## config.mk

```make
export PLATFORM = sky130hd
export DESIGN_NAME = instr_fetch_unit
export DESIGN_NICKNAME = d
export VERILOG_FILES = /design/src/rtl/instr_fetch_unit.sv
export SDC_FILE = /design/constraint.sdc
export NUM_CORES = 1
export LEC_CHECK = 0
export CAP_MARGIN = 20
export CORE_AREA = 4 4 139 87
export CTS_BUF_LIST = sky130_fd_sc_hd__clkbuf_2
export CTS_CLUSTER_DIAMETER = 120
export DETAILED_ROUTE_END_ITERATION = 10
export DIE_AREA = 0 0 143 91
export PLACE_DENSITY = 0.8
export SYNTH_ARGS = -nofsm -noshare
export SYNTH_HDL_FRONTEND = slang
export SYNTH_SLANG_ARGS = --single-unit
```

## constraint.sdc

```tcl
create_clock -name clk -period 6.6 [get_ports clk]
set_input_delay 0.66 -clock clk [delete_from_list [all_inputs] [get_ports clk]]
set_output_delay 0.66 -clock clk [all_outputs]
set_load 0.005 [all_outputs]
```

## src/rtl/instr_fetch_unit.sv

```systemverilog
// Instruction fetch unit: writable program memory, program counter and the
// FETCH/LOAD/EXEC sequencer that feeds the instruction register.
module instr_fetch_unit #(
    parameter int ADDR_W  = 4,
    parameter int DEPTH   = 16,
    parameter int INSTR_W = 8
) (
    input  logic               clk,
    input  logic               clb,
    input  logic               prog_we,
    input  logic [ADDR_W-1:0]  prog_addr,
    input  logic [INSTR_W-1:0] prog_data,
    input  logic               run,
    input  logic               restart,
    input  logic               exec_done,
    input  logic               jump_en,
    input  logic [ADDR_W-1:0]  jump_addr,
    input  logic               halt_req,
    output logic [INSTR_W-1:0] instr_out,
    output logic               load_ir,
    output logic [ADDR_W-1:0]  pc,
    output logic               halted,
    output logic               busy
);

    typedef enum logic [2:0] {
        S_IDLE,
        S_FETCH,
        S_LOAD,
        S_EXEC,
        S_HALT
    } state_t;

    state_t             state, state_next;
    logic [ADDR_W-1:0]  pc_next;
    logic [INSTR_W-1:0] instr_next;
    logic               load_ir_next;
    logic               halted_next;

    logic [INSTR_W-1:0] mem [DEPTH];
    logic [INSTR_W-1:0] mem_rd;
    logic               prog_allowed;

    assign mem_rd       = mem[pc];
    assign prog_allowed = (state == S_IDLE) || (state == S_HALT);
    assign busy         = (state == S_FETCH) || (state == S_LOAD) || (state == S_EXEC);

    // NOTE: the memory has no reset so it maps onto RAM and keeps the program across clb.
    always_ff @(posedge clk) begin
        if (prog_we && prog_allowed) begin
            mem[prog_addr] <= prog_data;
        end
    end

    // NOTE: sequential state uses non-blocking assignments so every register samples pre-edge values.
    always_ff @(posedge clk or negedge clb) begin
        if (!clb) begin
            state     <= S_IDLE;
            pc        <= '0;
            instr_out <= '0;
            load_ir   <= 1'b0;
            halted    <= 1'b0;
        end else begin
            state     <= state_next;
            pc        <= pc_next;
            instr_out <= instr_next;
            load_ir   <= load_ir_next;
            halted    <= halted_next;
        end
    end

    always_comb begin
        // NOTE: every output gets a default first, so no path can infer a latch.
        state_next   = state;
        pc_next      = pc;
        instr_next   = instr_out;
        load_ir_next = load_ir;
        halted_next  = halted;

        unique case (state)
            S_IDLE: begin
                if (restart) begin
                    pc_next = '0;
                end else if (run) begin
                    state_next = S_FETCH;
                end
            end
            S_FETCH: begin
                instr_next   = mem_rd;
                load_ir_next = 1'b1;
                state_next   = S_LOAD;
            end
            S_LOAD: begin
                load_ir_next = 1'b0;
                pc_next      = pc + ADDR_W'(1);
                state_next   = S_EXEC;
            end
            S_EXEC: begin
                if (exec_done) begin
                    if (halt_req) begin
                        halted_next = 1'b1;
                        state_next  = S_HALT;
                    end else begin
                        if (jump_en) begin
                            pc_next = jump_addr;
                        end
                        state_next = run ? S_FETCH : S_IDLE;
                    end
                end
            end
            S_HALT: begin
                if (restart) begin
                    pc_next     = '0;
                    halted_next = 1'b0;
                    state_next  = S_IDLE;
                end
            end
            default: begin
                state_next = S_IDLE;
            end
        endcase
    end

endmodule

```

Word-level counts from Yosys, hierarchy flattened

Memories as Yosys holds them, arrays and structs flattened. A register that Yosys moved wholly into a read port is not among the register bits.
Cells that the tools add are included.

Input bits: 24
Memories kept: 1
Memory bits (writable): 128
Flip-flop bits (word level): 9

Memory list:

| name | depth | bits a word | read ports | clocked after Yosys merged registers in | wr ports | RTL line | text |
|---|---|---|---|---|---|---|---|
| mem  | 16    | 8           | 1          | 1                                       | 1        | 40       | `logic [INSTR_W-1:0] mem [DEPTH];` |

Reductions and logical operators: 13
$add $sub $neg: 1
Multiplexer cells: 19
Equal/unequal tests: 12

Operators by type and width:

| cell                | number |
|---|---|
| $mux 4              | 4 |
| $mux 3              | 5 |
| $pmux 3 s5          | 1 |
| $ne 2x2->1 const B  | 7 |
| $pmux 4 s3          | 1 |
| $reduce_and 4->1    | 2 |
| $eq 3x2->1 const B  | 2 |
| $mux 1              | 6 |
| $reduce_and 5->1    | 1 |
| $add 4x1->4 const B | 1 |
| $pmux 1 s2          | 2 |
| $reduce_bool 2->1   | 2 |
| $eq 3x1->1 const B  | 1 |
| $eq 3x3->1 const B  | 1 |
| $logic_not 3->1     | 1 |
| $logic_or 1x1->1    | 3 |
| $reduce_bool 3->1   | 1 |
| $ne 2x1->1 const B  | 1 |
| $reduce_or 2->1     | 1 |
| $logic_and 1x1->1   | 1 |
| $logic_not 1->1     | 1 |

Logic depth before layout (Yosys ltp)

Gate-level depths: netlist (run 1).

Word-level depth: 5
Depth in mapped cells: 6

Worst setup path after synthesis (run 1)

OpenSTA, ideal clock, no wires.

Kind: reg2reg
Start: register state[1]
End: memory mem[0][0] (enable)
Arrival time: 1.928 ns
Data required time: 6.217 ns
Setup time: 0.383 ns
Setup slack: 4.289 ns
Buffers on the path: 1
Cell stages (with the launch flop): 6
Cells stage by stage: dfrtp_1 -> buf_2 -> nor2_1 -> nand2_1 -> or3_1 -> nor3_1

Longest elaborated chain between the ends: 5

Ends and longest elaborated chain:

| element                                              | RTL line | text |
|---|---|---|
| from (decl)                                          | 34       | `state_t state, state_next;` |
| from (signal assigned)                               | 64       | `state <= state_next;` |
| $eq 3x3->1 / $logic_not 3->1 (equally long branches) | 45       | `assign prog_allowed = (state == S_IDLE) \|\| (state == S_HALT);` |
| $logic_or 1x1->1 (*)                                 | 45       |  |
| $logic_and 1x1->1 (*)                                | 50       | `if (prog_we && prog_allowed) begin` |
| $mux 1 (*)                                           | 50       |  |
| $mux 1 (implied by the code) (*)                     | 51       | `mem[prog_addr] <= prog_data;` |
| to (decl)                                            | 40       |  |

Every way passes the cells marked *; elsewhere a longest branch is shown, timed or not.

Final worst setup path (run 1)

Start: register state[0]
End: output busy

Longest elaborated chain between the ends: 3

Ends and longest elaborated chain:

| element                                         | RTL line | text |
|---|---|---|
| $eq 3x1->1 / $eq 3x2->1 (equally long branches) | 46       | `assign busy = (state == S_FETCH) \|\| (state == S_LOAD) \|\| (state == S_EXEC);` |
| $logic_or 1x1->1                                | 46       |  |
| $logic_or 1x1->1 (*)                            | 46       |  |
| to (decl)                                       | 23       | `output logic busy` |

Marks and branches as above.

==> results.py, run 1 <==
metrics = {
    "logic_synthesis": {
        "synth_top_area_share_pct": 65.6,
        "synth.most_common_cell": "edfxtp_1",
        "syn-mean-instance-area_um2": 19.1,
        "synth_fp_nets": 332,
        "yosys-top-cells-count": "edfxtp_1, mux4_2, nor2_1, dfrtp_1, mux2i_1",
        "yosys_most_used_dff": "edfxtp_1",
        "ys_ff_latch": 145,
        "synthTopCellsByArea": "edfxtp_1, mux4_2, dfrtp_1",
        "ys_seq_area_share_pct": 72.9,
        "synth.distinct_cells": 44,
        "syn_inst": 307,
        "async_flop_share_pct": 11.7,
        "synth_edf_count": 128,
        "yosysWarnings": 0,
        "yosys.area.top_type": "edfxtp_1",
        "syn-cell-area_um2": 5860,
    },
    "sta": {
        "fmax_mhz": 329,
        "finalHoldViolCount": 0,
        "finalSetupViolCount": 0,
        "slew_headroom_pct": 36.8,
        "skew_ps": 29.2,
        "slew_violations": 0,
        "hold_ws_ps": 452,
        "period_needed_ps": 3040,
        "tightestPinTransition_ps": 945,
        "finalCritPeriodShare_pct": 46.0,
        "rsz0062_at_grt": "no",
        "tns_ps": 0,
    },
    "critical_path": {
        "crit_buf_inv": 1,
        "cp_max_fo": 14,
        "end_kind": "primary output",
        "path_common_cell": "nor2_1",
        "start_kind": "register",
        "crit_type": "reg -> out",
        "crit_family": "simple AND/OR/NAND/NOR gates",
        "crit_arrival_ps": 2380,
        "cpMaxStageDelayCell": "dfrtp_1",
        "reg2reg_from": "state[0]$_DFFE_PN0P_",
        "worstPathCellList": "nor2_1, nor2_1, clkdlybuf4s50_1",
        "critPathRequiredTime_ps": 5940,
        "r2r_end": "mem[4][0]$_DFFE_PP_",
        "r2r_cells": 4,
        "rrSetupSlack_ps": 3900,
        "critical_path.max_stage_delay_ps": 580,
    },
    "final_layout": {
        "fin_util_pct": 61.9,
        "drive_gt1_share_pct": 20.3,
        "final_cells": 508,
        "n_fill_cell": 764,
        "fin_nets": 381,
        "antenna_cells": 0,
        "seqCellArea_um2": 4270,
        "multi_input_area_um2": 1470,
        "syn_to_final_growth_pct": 12.3,
    },
    "clock_tree": {
        "clk_path_buf_depth": 2,
        "clockRootBuffer": "clkbuf_2",
        "cts_tree": "built",
        "holdBufCountCts": 0,
        "cts_buffers": 17,
        "post_cts_buffers": 0,
        "cts_max_level": 4,
        "insertion_delay_ps": 670,
        "cts.repair.resized": 0,
        "path_clk_slew_ps": 240,
        "clock_sinks": 145,
    },
    "routing": {
        "ant_nets": 0,
        "viasPerCell": 6.26,
        "drc": 0,
        "drt_first_pass_iters": 7,
        "via_count": 3182,
        "routedWlPerCell_um": 24.1,
        "wirelength_mm": 12.3,
        "drtIter0Drc": 372,
    },
    "place": {
        "dp.cells": 474,
        "place_congestion": 0.820,
        "dp.final_hpwl_mm": 7.75,
        "port_buffers": 38,
    },
    "power_and_ir_drop": {
        "p_per_area_nw_per_um2": 352,
        "share_comb_of_total_power_pct": 32.3,
        "p_seq_share_pct": 48.2,
        "p_switching_uw": 771,
        "p_int_mw": 1.54,
        "p_sw_share_pct": 33.4,
        "clkPwrFrac_pct": 19.6,
        "p_leak_nw": 2.15,
        "ir_worst_vdd_uv": 537,
    },
    "outcome": {
        "status": "completed",
    },
    "die": {
        "die-area_um2": 13000,
        "core_area_um2": 10600,
        "pin_count": 39,
        "rows": 29,
        "die_w_um": 143,
        "initial_core_util_pct": 55.1,
        "fp.dieH_um": 91,
    },
    "global_route": {
        "antenna_found_initial": 0,
        "grtUsageTotal_pct": 19.5,
        "grt_overflow_total": 0,
        "grt_max_degree": 40,
        "grt_pass1_wl_mm": 18.3,
        "grt_pass1_vias": 3066,
    },
    "worst_hold_path": {
        "min_path_type": "in -> async",
    },
    "run": {
        "maxCapViolCount": 0,
    },
}
-- worst max path at each step --
stage	to	depth (start not counted)	from
CTS	busy	3	state[0]$_DFFE_PN0P_
global placement	mem[0][2]$_DFFE_PP_	4	prog_we
finish	busy	3	state[0]$_DFFE_PN0P_
global route	busy	3	state[0]$_DFFE_PN0P_
detailed placement	mem[0][1]$_DFFE_PP_	4	prog_we
floorplan	mem[0][0]$_DFFE_PP_	5	state[1]$_DFFE_PN0P_
-- power groups by stage --
stage          sequential (mW)  clock, mW  combinational (mW)
4_1_cts                   1.11      0.460               0.746
2_1_floorplan             1.11          0               0.538
3_3_place_gp              1.13          0               0.725
5_1_grt                   1.12      0.502               0.800
3_5_place_dp              1.13          0               0.744
6_report                  1.11      0.452               0.746
-- registers in the layout (all words and copies together) (netlist names) --
signal / flops
load_ir: 1
pc: 4
instr_out: 8
mem: 128
state: 3
halted: 1
-- cells by family (layout without fill, tap and decap cells) --
logic type / count (synthesis) / in the layout / share of synthesized area (%)
flops: 145 / 145 / 72.9
simple gates: 64 / 64 / 5.64
mux: 50 / 50 / 15.3
compound gates: 28 / 28 / 3.95
buf+inv: 19 / 81 / 2.01
fa+ha+maj: 1 / 1 / 0.214
-- placed cells by master (no fill, tap or decap), types with 3 or more instances in the layout --
master | synthesis | final
edfxtp_1 | 128 | 128
clkdlybuf4s50_1 | 0 | 38
mux4_2 | 23 | 23
nor2_1 | 19 | 19
clkbuf_2 | 0 | 17
dfrtp_1 | 17 | 16
mux2i_1 | 12 | 12
nor3_1 | 11 | 11
mux2_2 | 9 | 9
nand3_1 | 7 | 7
nand2_1 | 6 | 6
a221o_1 | 6 | 6
mux4_1 | 6 | 6
inv_6 | 0 | 5
buf_4 | 2 | 5
nand2b_1 | 4 | 4
inv_1 | 3 | 3
o2bb2ai_1 | 3 | 3
o21ai_0 | 3 | 3
clkinv_4 | 0 | 3
clkinvlp_4 | 0 | 3
-- metrics by stage --
step | setup WS [ps] | area (µm²) | total power, mW
floorplan | 4290 | 5860 | 1.64
global placement | 3690 | 6340 | 1.85
detailed placement | 3640 | 6350 | 1.88
CTS | 3550 | 6560 | 2.32
global route | 3380 | 6580 | 2.42
finish | 3560 | 6580 | 2.31
-- cell type report --
cell class	count	share of cell area (%)
inverter	3	0.171
tap	139	2.64
sequential	145	64.9
timing repair buffer	46	6.68
multi-input combinational	143	22.4
clock inverter	15	1.90
clock buffer	17	1.29
-- per-layer routing --
| metal | GRT usage [%] | share of wire, % | vias to the layer above |
|---|---|---|---|
| li1 | - | - | 1369 |
| met1 | 28.7 | 42 | 1615 |
| met2 | 28.3 | 47 | 185 |
| met3 | 6.19 | 9.6 | 13 |
| met4 | 5.46 | 0.91 | 0 |
| met5 | 0 | 0 | - |
No activity file was read; power rests on OpenSTA's default activity.
==> run 2: changes to the inputs <==
--- a/config.mk
+++ b/config.mk
@@ -11,7 +11,7 @@
 export CTS_CLUSTER_DIAMETER = 120
 export DETAILED_ROUTE_END_ITERATION = 10
 export DIE_AREA = 0 0 143 91
-export PLACE_DENSITY = 0.8
+export PLACE_DENSITY = 0.83
 export SYNTH_ARGS = -nofsm -noshare
 export SYNTH_HDL_FRONTEND = slang
 export SYNTH_SLANG_ARGS = --single-unit
==> constraint.sdc (replaced) <==
create_clock -name clk -period 2.5 [get_ports clk]
set_input_delay 0.25 -clock clk [delete_from_list [all_inputs] [get_ports clk]]
set_output_delay 0.25 -clock clk [all_outputs]
set_load 0.005 [all_outputs]
==> results.py, run 2 (synthesis gave the netlist of run 1 again) <==
metrics = {
    "outcome": {
        "status": "completed",
    },
    "power_and_ir_drop": {
        "p_per_area_nw_per_um2": 951,
        "ir_worst_vdd_uv": 831,
        "p_leak_nw": 2.28,
    },
    "critical_path": {
        "end_kind": "primary output",
        "crit_arrival_ps": 2100,
        "crit_type": "reg -> out",
        "reg2reg_from": "pc[0]$_DFFE_PN0P_",
        "start_kind": "register",
        "cp_max_fo": 14,
        "critPathRequiredTime_ps": 2250,
        "startpoint": "state[0]$_DFFE_PN0P_",
    },
    "clock_tree": {
        "path_clk_slew_ps": 210,
        "cts_buffers": 17,
        "insertion_delay_ps": 680,
        "cts_tree": "built",
        "cts_max_level": 4,
        "clk_path_buf_depth": 2,
        "clock_sinks": 145,
        "clockRootBuffer": "clkbuf_2",
    },
    "routing": {
        "wl_met2_mm": 5.42,
        "drt_first_pass_iters": 6,
        "top_layer_used": "met4",
        "drtIter0Drc": 399,
        "viasPerCell": 6.03,
        "ant_nets": 0,
        "wl_met3_mm": 1.21,
        "routedWlPerCell_um": 23.4,
        "drc": 0,
        "met1_length_mm": 5.48,
        "wirelength_mm": 12.3,
        "via_count": 3173,
    },
    "global_route": {
        "grtUsageTotal_pct": 19.9,
        "grt_max_degree": 40,
        "grt_pass1_vias": 3141,
        "antenna_found_initial": 0,
        "grt_pass1_wl_mm": 18.6,
        "grt_overflow_total": 0,
    },
    "sta": {
        "slew_violations": 0,
        "slew_headroom_pct": 58.0,
        "fmax_mhz": 425,
        "rsz0062_at_grt": "no",
        "hold_ws_ps": 154,
        "finalHoldViolCount": 0,
        "tightestPinTransition_ps": 628,
        "period_needed_ps": 2350,
        "finalSetupViolCount": 0,
        "worst_slack_ps": 146,
        "finalCritPeriodShare_pct": 94.2,
        "skew_ps": 25.1,
        "tns_ps": 0,
    },
    "die": {
        "rows": 29,
        "initial_core_util_pct": 55.1,
        "pin_count": 39,
        "core_area_um2": 10600,
        "die_w_um": 143,
        "fp.dieH_um": 91,
        "die-area_um2": 13000,
    },
    "final_layout": {
        "fin_util_pct": 64.0,
        "fin_nets": 399,
        "antenna_cells": 0,
        "largest_register": "mem",
        "syn_to_final_growth_pct": 16.1,
        "reg.largest.list": "mem x128, instr_out x8, pc x4",
        "largest_reg_flops": 128,
        "drive_gt1_share_pct": 24.5,
        "final_cell_mix": "edfxtp_1, clkdlybuf4s50_1, mux4_2, buf_4, nor2_1",
        "final_cells": 526,
        "final_common_cell": "edfxtp_1",
        "n_fill_cell": 691,
    },
    "place": {
        "pre_cts_slack_ps": 435,
        "dp.final_hpwl_mm": 8.24,
        "place_congestion": 0.808,
        "port_buffers": 38,
        "dp.cells": 491,
    },
    "worst_hold_path": {
        "min_path_type": "in -> reg",
        "hold_path_startpoint": "run",
    },
    "run": {
        "maxCapViolCount": 0,
    },
}
run 2: through the flow:
step                      area, µm²  power, mW
after detailed placement       6500       5.04
final                          6800       6.47
after global placement         6500       4.97
after global routing           6800       6.80
after CTS                      6790       6.48
after floorplan                5860       4.34
run 2: worst max-delay path, stage by stage (launching register included):
cell	delay [ps]
dfrtp_2	550
nor2_1	90
buf_4	180
nor2_1	90
clkdlybuf4s50_1	510
run 2: cell type report:
| type | count | area, µm² | share of cell area, % |
|---|---|---|---|
| sequential | 145 | 4270 | 62.8 |
| multi-input combinational | 143 | 1470 | 21.6 |
| timing repair buffer | 64 | 603 | 8.86 |
| clock inverter | 15 | 185 | 2.72 |
| tap | 139 | 174 | 2.56 |
| clock buffer | 17 | 85.1 | 1.25 |
| inverter | 3 | 11.3 | 0.166 |
run 2: worst paths after layout:
path / to / slack (ps) / cells past startpoint
max: busy / 150 / 4
min: state[0]$_DFFE_PN0P_ / 150 / 3
max reg2reg: instr_out[5]$_DFFE_PN0P_ / 440 / 4
min reg2reg: instr_out[4]$_DFFE_PN0P_ / 540 / 2
max in group asynchronous: instr_out[5]$_DFFE_PN0P_ / 1870 / 3
min in group asynchronous: instr_out[3]$_DFFE_PN0P_ / 410 / 3
run 2: layer usage:
layer	global-route usage, %	vias up
met5	0	-
met2	27.0	149
met1	31.1	1596
met4	6.80	0
met3	5.62	20
li1	-	1408
run 2: where the power goes:
part,leakage (nW),total [mW],switching (mW),internal [mW]
Combinational,0.769,2.01,0.928,1.08
Sequential,1.35,3.01,0.220,2.79
Clock,0.161,1.45,0.879,0.574
run 2: what timing repair did:
item / 4_1_cts / 5_1_grt
buffers inserted: 0 / 2
gates resized for setup: 3 / 0
hold endpoints to repair: 17 / 0
endpoints found under the setup margin: 2 / 1
hold buffers: 1 / 0
==> RTL change, RTL diff (config.mk and constraints of run 2) <==
Change the parameter `DEPTH` from 16 to 32.
--- a/src/rtl/instr_fetch_unit.sv
+++ b/src/rtl/instr_fetch_unit.sv
@@ -2,7 +2,7 @@
 // FETCH/LOAD/EXEC sequencer that feeds the instruction register.
 module instr_fetch_unit #(
     parameter int ADDR_W  = 4,
-    parameter int DEPTH   = 16,
+    parameter int DEPTH   = 32,
     parameter int INSTR_W = 8
 ) (
     input  logic               clk,
Behaviour: same outputs for any inputs over 4 cycles, from zero or initial values; that may be too few to reach the edited logic, so the function may still have changed.
==> RTL change against run 2 <==
- sequential cell count stayed put
- clock skew rose by 0.0073 ns
- setup slack better by 0.035 ns
- via count increased by 9.7%
- first-iteration DRC count shrank 3.0%
- utilization grew 0.60 points
- final area increased by 0.94%
- power up 2.1%
- final cell count up 7.2%
- routed wire length is 8.3% higher
- area after synthesis increased by 1.1%
- hold slack better by 0.071 ns
- highest routed layer unchanged
==> RTL change: results (changes against run 2) <==
status finished, final reports clean; Design Area, Final 0.006868 mm² (+0.94%); met2 Track Usage GR 29.77% (+2.8 points); DP Cell Count 531 (+8.1%); crit path DAT 2.07 ns (-0.03 ns); share of layout cells above drive strength 1 17.88% (-6.7 points); biggest regs mem: 128 flops, instr_out: 8 flops, pc: 4 flops; hold wc startpoint jump_addr[3]; post-synthesis compound-gate area fraction 5.156% (+1.2 points); gr usage total 21.30% (+1.4 points); Placed Area 0.006585 mm² (+1.2%); top cells by count, synth edfxtp_1, mux2i_1, nor2_1; drt first-iter violations 387 (-3.0%); CP startpoint pc[2]$_DFFE_PN0P_; number of diodes 0 (unchanged); GRT met3 Usage 6.982% (+1.4 points); Crit path largest cell delay 0.75 ns (+0.20 ns); DR vias/cell 6.170 (+2.3%); Worst Max-Slew Pin Slew 0.8744 ns (+0.2462 ns); R2R Path Start state[0]$_DFFE_PN0P_; Leakage 2.391 nW (+4.7%); hold endpoint pc[3]$_DFFE_PN0P_; post-synthesis adder-cell area fraction 0.2113% (-0.0023 points); via count 3,480 (+9.7%); DR WL met2 5874 µm (+8.4%); pin count of the biggest net entering global routing 31 (-23%); reg2reg end mem[8][3]$_DFFE_PP_; Worst path top cell family by delay flip-flops; fillers 737 (+6.7%); Crit Path Max Fanout 23 (+9); pre-CTS setup slack 0.4827 ns (+0.04768 ns); mux cell area share after synthesis 13.86% (-1.5 points); GPL Wtd Cong 0.8731 (+8.1%); Max Clock Skew 0.03238 ns (+0.007259 ns); Pre-Repair DR Iteration Count 5 (-1); R2R cell count 6 (+2); per-cell routed wire length 23.63 µm (+1.0%); Final Net Count 437 (+9.5%); final worst slack 0.1806 ns (+0.03475 ns); M1 WL 5959 µm (+8.8%); sequential area share after synthesis 72.10% (-0.77 points); met1 Use GR 32.54% (+1.4 points); Post-Syn Nets 369 (+11%); post-detail-place hpwl 9093 µm (+10%); Reg power frac 45.9% (-0.6 points); first-pass GRT wire length 20,000 µm (+7.6%); Internal 4.511 mW (+1.5%); vias in the first global route 3,417 (+8.8%); Area contributors post-synth edfxtp_1, dfrtp_1, mux2i_1, mux4_1, mux4_2; Combinational Power Share 31.6% (+0.5 points)
RTL change: cell count changes after synthesis, sizes merged, moves of 3 or more:
| cell | before | now |
|---|---|---|
| mux2i | 12 | 37 |
| nor2b | 2 | 7 |
| a32oi | 2 | 5 |
| a221o | 6 | 0 |
| o21ai | 3 | 12 |
| mux4 | 29 | 16 |
| mux2 | 9 | 5 |
| nand2 | 6 | 13 |
| a22oi | 0 | 15 |
| nor3 | 11 | 5 |
| nor2 | 19 | 22 |
RTL change: area by class of cell:
cell class	count	share of cell area (%)
Multi-Input combinational cell	180	22.39
Sequential cell	145	62.22
Tap cell	139	2.532
Clock buffer	21	1.530
Clock inverter	11	2.405
Inverter	2	0.1093
Timing Repair Buffer	66	8.818
RTL change: worst register-to-register path: cells and delay by family, from the launching register on:
kind / cells / cell delay [ns]
buffers and inverters: 2 / 0.42
AND/OR/NAND/NOR: 4 / 0.90
flip-flops: 1 / 0.45
